### src/rtl/tlblookup_stage_param.sv
// ALU->cache pipeline register with a small fully-associative TLB for memory ops.
// A miss stalls the pipe, requests a page-walk fill and replays the held lookup.
module tlb_entry #(
    parameter int TAG_W = 8,
    parameter int PPN_W = 8
) (
    input  logic             clk,
    input  logic             reset,
    input  logic             flush,
    input  logic             wr,
    input  logic [TAG_W-1:0] wr_tag,
    input  logic [PPN_W-1:0] wr_ppn,
    input  logic [TAG_W-1:0] vpn,
    output logic             hit,
    output logic [PPN_W-1:0] ppn
);
    logic             valid;
    logic [TAG_W-1:0] tag;

    always_ff @(posedge clk) begin
        if (!reset) begin
            valid <= 1'b0;
            tag   <= '0;
            ppn   <= '0;
        end else if (flush) begin
            valid <= 1'b0;
        end else if (wr) begin
            valid <= 1'b1;
            tag   <= wr_tag;
            ppn   <= wr_ppn;
        end
    end

    assign hit = valid && (tag == vpn);
endmodule

module tlblookup_stage_param #(
    parameter int DATA_W     = 16,
    parameter int PAGE_BITS  = 8,
    parameter int ENTRIES    = 4,
    parameter int REG_ADDR_W = 3,
    parameter int BP_W       = 2
) (
    input  logic                        clk,
    input  logic                        reset,
    input  logic                        enable_tlblookup,
    input  logic                        valid_input,
    input  logic                        is_mem_input,
    input  logic [DATA_W-1:0]           alu_result,
    input  logic [REG_ADDR_W-1:0]       destReg_addr_input,
    input  logic                        we_input,
    input  logic [BP_W-1:0]             bp_input,
    input  logic                        fill_valid,
    input  logic [DATA_W-PAGE_BITS-1:0] fill_ppn,
    input  logic                        flush,
    output logic [DATA_W-1:0]           tlblookup_result,
    output logic [REG_ADDR_W-1:0]       destReg_addr_output,
    output logic                        we_output,
    output logic [BP_W-1:0]             bp_output,
    output logic                        valid_output,
    output logic                        tlb_stall,
    output logic                        miss_req,
    output logic [DATA_W-PAGE_BITS-1:0] miss_vpn
);
    localparam int VPN_W = DATA_W - PAGE_BITS;
    localparam int PTR_W = $clog2(ENTRIES);

    typedef enum logic {S_IDLE, S_WAIT} state_t;
    state_t state, next_state;

    logic [VPN_W-1:0]              vpn;
    logic [ENTRIES-1:0]            hit_vec;
    logic [ENTRIES-1:0]            wr_vec;
    logic [ENTRIES-1:0][VPN_W-1:0] ppn_vec;
    logic [VPN_W-1:0]              hit_ppn;
    logic [PTR_W-1:0]              ptr;
    logic                          hit, need_xlate, miss, fill_wr;
    logic [DATA_W-1:0]             xlated;

    assign vpn        = alu_result[DATA_W-1:PAGE_BITS];
    assign need_xlate = valid_input && is_mem_input;
    assign miss       = need_xlate && !hit;
    // Flush beats a simultaneous fill: nothing is written.
    assign fill_wr    = (state == S_WAIT) && fill_valid && !flush;

    genvar i;
    generate
        for (i = 0; i < ENTRIES; i++) begin : g_entry
            assign wr_vec[i] = fill_wr && (ptr == PTR_W'(i));
            tlb_entry #(.TAG_W(VPN_W), .PPN_W(VPN_W)) u_entry (
                .clk    (clk),
                .reset  (reset),
                .flush  (flush),
                .wr     (wr_vec[i]),
                .wr_tag (miss_vpn),
                .wr_ppn (fill_ppn),
                .vpn    (vpn),
                .hit    (hit_vec[i]),
                .ppn    (ppn_vec[i])
            );
        end
    endgenerate

    // Tags are unique, so OR-ing the gated PPNs selects the single hit.
    always_comb begin
        hit_ppn = '0;
        for (int e = 0; e < ENTRIES; e++)
            if (hit_vec[e]) hit_ppn = hit_ppn | ppn_vec[e];
    end

    assign hit    = |hit_vec;
    assign xlated = need_xlate ? {hit_ppn, alu_result[PAGE_BITS-1:0]} : alu_result;

    always_ff @(posedge clk) begin
        if (!reset) state <= S_IDLE;
        else        state <= next_state;
    end

    always_comb begin
        next_state = state;
        case (state)
            S_IDLE: if (enable_tlblookup && miss) next_state = S_WAIT;
            S_WAIT: if (flush || fill_valid)      next_state = S_IDLE;
            default: next_state = S_IDLE;
        endcase
    end

    always_comb begin
        tlb_stall = (state != S_IDLE) || (enable_tlblookup && miss);
    end

    always_ff @(posedge clk) begin
        if (!reset) begin
            tlblookup_result    <= '0;
            destReg_addr_output <= '0;
            we_output           <= 1'b0;
            bp_output           <= '0;
            valid_output        <= 1'b0;
            miss_req            <= 1'b0;
            miss_vpn            <= '0;
            ptr                 <= '0;
        end else begin
            if (enable_tlblookup) begin
                if (tlb_stall) begin
                    tlblookup_result    <= '0;
                    destReg_addr_output <= '0;
                    we_output           <= 1'b0;
                    bp_output           <= '0;
                    valid_output        <= 1'b0;
                end else begin
                    tlblookup_result    <= xlated;
                    destReg_addr_output <= destReg_addr_input;
                    we_output           <= we_input;
                    bp_output           <= bp_input;
                    valid_output        <= valid_input;
                end
            end
            if (state == S_IDLE && enable_tlblookup && miss) begin
                miss_req <= 1'b1;
                miss_vpn <= vpn;
            end else if (state == S_WAIT && (flush || fill_valid)) begin
                miss_req <= 1'b0;
            end
            if (flush)        ptr <= '0;
            else if (fill_wr) ptr <= ptr + PTR_W'(1);
        end
    end
endmodule
### config.mk
export PLATFORM = sky130hd
export DESIGN_NAME = tlblookup_stage_param
export DESIGN_NICKNAME = d
export VERILOG_FILES = /design/src/rtl/tlblookup_stage_param.sv
export SDC_FILE = /design/constraint.sdc
export NUM_CORES = 1
export LEC_CHECK = 0
export CORE_MARGIN = 1
export CORE_UTILIZATION = 40
export CTS_BUF_LIST = sky130_fd_sc_hd__clkbuf_4 sky130_fd_sc_hd__clkbuf_8 sky130_fd_sc_hd__clkbuf_16
export CTS_CLUSTER_DIAMETER = 120
export DETAILED_ROUTE_END_ITERATION = 8
export SYNTH_ARGS = -nofsm -noshare
export SYNTH_HDL_FRONTEND = slang
export SYNTH_SLANG_ARGS = --single-unit
export TNS_END_PERCENT = 50
### constraint.sdc
create_clock -name clk -period 2.66 [get_ports clk]
set_input_delay 0.532 -clock clk [delete_from_list [all_inputs] [get_ports clk]]
set_output_delay 0.532 -clock clk [all_outputs]
set_load 0.005 [all_outputs]
==> results_dict.tcl <==
set metrics [dict create \
    clock.fmax_mhz 384.4 \
    grt_usage_pct 21.27 \
    drt_iter0_markers 219 \
    clk_path_buf_depth 2 \
    grt_setup_unrepaired "no" \
    fin_crit_sh_pct 97.79 \
    nets 622 \
    utilization_pct 52.15 \
    dp_hpwl_um 7835 \
    io_pins 70 \
    vias_per_cell 5.076 \
    grt_pass1_wl_um 18830 \
    die_y_um 107.9 \
    synth_cell_type_count 35 \
    ant_nets 0 \
    via_count 3680 \
    htreeDepth 3 \
    slew_viol_final 0 \
    clk_latency_ps 360 \
    io_buffers 69 \
    drive_above_1_share_pct 13.50 \
    crit_type "input port to output pin" \
    p_int_mw 2.141 \
    grt_max_degree 85 \
    wl_um 11620 \
    gp_congestion 0.8456 \
    yosysWarnings 0 \
    ff_latch_area_mm2 0.002062 \
    core_mm2 0.01089 \
    p_seq_share_pct 57.0 \
    tritoncts "done" \
    clkTransAtPathRegs_ps 90 \
    clkPwrFrac_pct 32.3 \
    std_cell_rows 38 \
    synth_seq_area_share_pct 46.01 \
    max_cap_viol_count 0 \
    finalSetupViolCount 0 \
    cts_inserted_buffers 9 \
    place_area_mm2 0.005356 \
    synth_area_mm2 0.004482 \
    dieWidth_um 107.9 \
    post-route-drc-count 0 \
    ys_seq_elements 103 \
    synth_area_leader_cell "dfxtp_1" \
    finalNonFillerCells 725 \
    post-route-cell-area_mm2 0.005678 \
    critPathLaunch "alu_result[9]" \
    p_leak_nw 1.989 \
    synth_area_leaders "dfxtp_1 46%, nand2_1 13%, a21boi_0 11%, xnor2_1 5.7%, a22o_1 4.5%" \
    fin_ws_ps 58.70 \
    ir_worst_vdd_mv 0.2727 \
    dieArea_mm2 0.01163 \
    p_sw_share_pct 23.07 \
    cp_data_required_time_ps 2130 \
    startpoint_type "input port" \
    min_from "g_entry[3].u_entry.ppn[7]" \
    initial_core_util_pct 41.16 \
    place_inst 702 \
    multi_input_area_mm2 0.002282 \
    num_antenna_cells 0 \
    syn_nets 541 \
    comb_power_share_pct 10.7 \
    relSlewSlack_pct 37.33 \
    hold_path_class "flip-flop to flip-flop" \
    pre_cts_ws_ps -576.9 \
    outcome "finished, final reports clean" \
    switchingPower_mw 0.6419 \
    reg2reg_from "g_entry[3].u_entry.tag[1]" \
    worst_pin_slew_ps 935.8 \
    grt_pass1_vias 3632 \
    area_growth_pct 26.69 \
    drt-wirelength-per-cell_um 16.03 \
    finalPower_mw 2.782 \
    layout_min_cycle_time_ps 2601 \
    antenna_found_initial 0 \
    final_hold_viol_count 0 \
    postSynthCellCount 500 \
    powerDensity_mw_per_mm2 490.0 \
    worst-endpoint-arrival_ps 2070 \
    fillers 1051 \
    crit_path_end_kind "output pin" \
    holdBufCountCts 0 \
    fin_skew_ps 6.761 \
    synth_top_area_share_pct 46.01 \
    avgSynthCellArea_um2 8.964 \
    firstDrtPassIters 5 \
    cts_sinks 103 \
    crit_fanout 4 \
    cts_root_buf "clkbuf_8" \
    grt_overflow 0 \
]
## power groups by stage
stage	Clock, mW	Sequential, mW	Combinational [mW]
3_5_place_dp	0	1.62	0.285
3_3_place_gp	0	1.62	0.282
2_1_floorplan	0	1.62	0.140
6_report	0.898	1.59	0.298
4_1_cts	0.931	1.59	0.300
5_1_grt	0.983	1.59	0.321
## synth_stat cells
master,count
a21boi_0,64
a21o_2,1
a21oi_1,25
a222oi_1,8
a22o_1,23
and2_0,1
and2_1,4
and3b_2,1
and4bb_4,1
buf_1,1
buf_2,10
buf_4,1
buf_6,6
buf_8,2
clkbuf_1,16
dfxtp_1,103
ha_1,4
inv_1,2
mux2i_1,8
nand2_1,155
nand2b_1,1
nand3_1,5
nand4_1,3
nand4_2,1
nor2_1,10
nor2b_1,1
nor3_1,1
nor3_4,3
nor3b_1,1
nor4_2,1
o21a_1,2
o21ai_0,1
o311ai_1,1
xnor2_1,29
xnor2_2,4
## timing repair
item                                    in CTS  in global routing
gates resized for setup                     28                  4
pin swaps                                   12                  1
endpoints found under the hold margin        0                  0
buffers inserted                             8                  0
endpoints found under the setup margin       1                  1
## layout make-up
cell class,instances,share of cell area (%)
Clock inverter,1,0.08814
Sequential cell,103,36.32
Clock buffer,14,2.953
Timing Repair Buffer,106,17.23
Multi-Input combinational cell,359,40.19
Tap cell,140,3.085
Inverter,2,0.1322
## through the flow
stage          hold WS (ps)  setup TNS, ps
2_1_floorplan         440.2              0
3_3_place_gp          450.7          -1808
3_5_place_dp          459.9          -3494
4_1_cts               473.0              0
5_1_grt               484.7              0
6_report              468.7              0
## kinds of logic after synthesis
group                      synth area share (%)
and+or+nand+nor                           18.29
AOI/OAI and AO/OA                         20.63
DFF                                       46.01
buffers and inverters                     5.053
xor gates and xnor gates                  7.119
muxes                                     1.787
adders and majority gates                 1.117
## critical path: stages
cell             delay (ps)
dlygate4sd2_1           240
buf_6                   130
buf_4                   130
xnor2_1                 170
nand2_1                 130
nor3_4                  270
nor4_4                   90
a21o_2                  190
clkdlybuf4s15_2         200
## layout by cell type, fill, tap and decap left out, types with 2 or more instances in the layout
cell type        count
a21boi_0            64
a21oi_1             25
a222oi_1             8
a22o_1              23
and2_1               4
buf_4               31
buf_6                5
clkbuf_2             2
clkbuf_4             4
clkbuf_8            10
clkdlybuf4s50_1     59
dfxtp_1            103
dlygate4sd2_1        6
ha_1                 4
inv_1                2
mux2i_1              8
nand2_1            155
nand3_1              2
nand3_2              3
nand4_1              3
nor2_1              10
nor3_4               3
o21a_1               2
xnor2_1             23
xnor2_2             10
## worst paths after layout
kind	end	slack, ps	depth (start not counted)
worst max-delay path	tlb_stall	60	9
worst min-delay path	g_entry[3].u_entry.ppn[7]	470	2
worst max register to register	tlblookup_result[6]	720	6
worst min register to register	g_entry[3].u_entry.ppn[7]	470	2
## metal layers
| metal | vias up | wire (um) | track usage [%] |
|---|---|---|---|
| met5 | - | 0 | 0 |
| li1 | 1847 | - | - |
| met3 | 4 | 548 | 4.237 |
| met2 | 93 | 5616 | 37.32 |
| met1 | 1736 | 5416 | 26.25 |
| met4 | 0 | 42 | 5.969 |
## state kept, by name, summed over array words and instances (netlist names)
name,flops
we_output,1
g_entry.u_entry.valid,4
miss_req,1
destReg_addr_output,3
valid_output,1
state,1
tlblookup_result,16
ptr,2
g_entry.u_entry.ppn,32
bp_output,2
miss_vpn,8
g_entry.u_entry.tag,32
No activity file was read; power rests on OpenSTA's default activity.
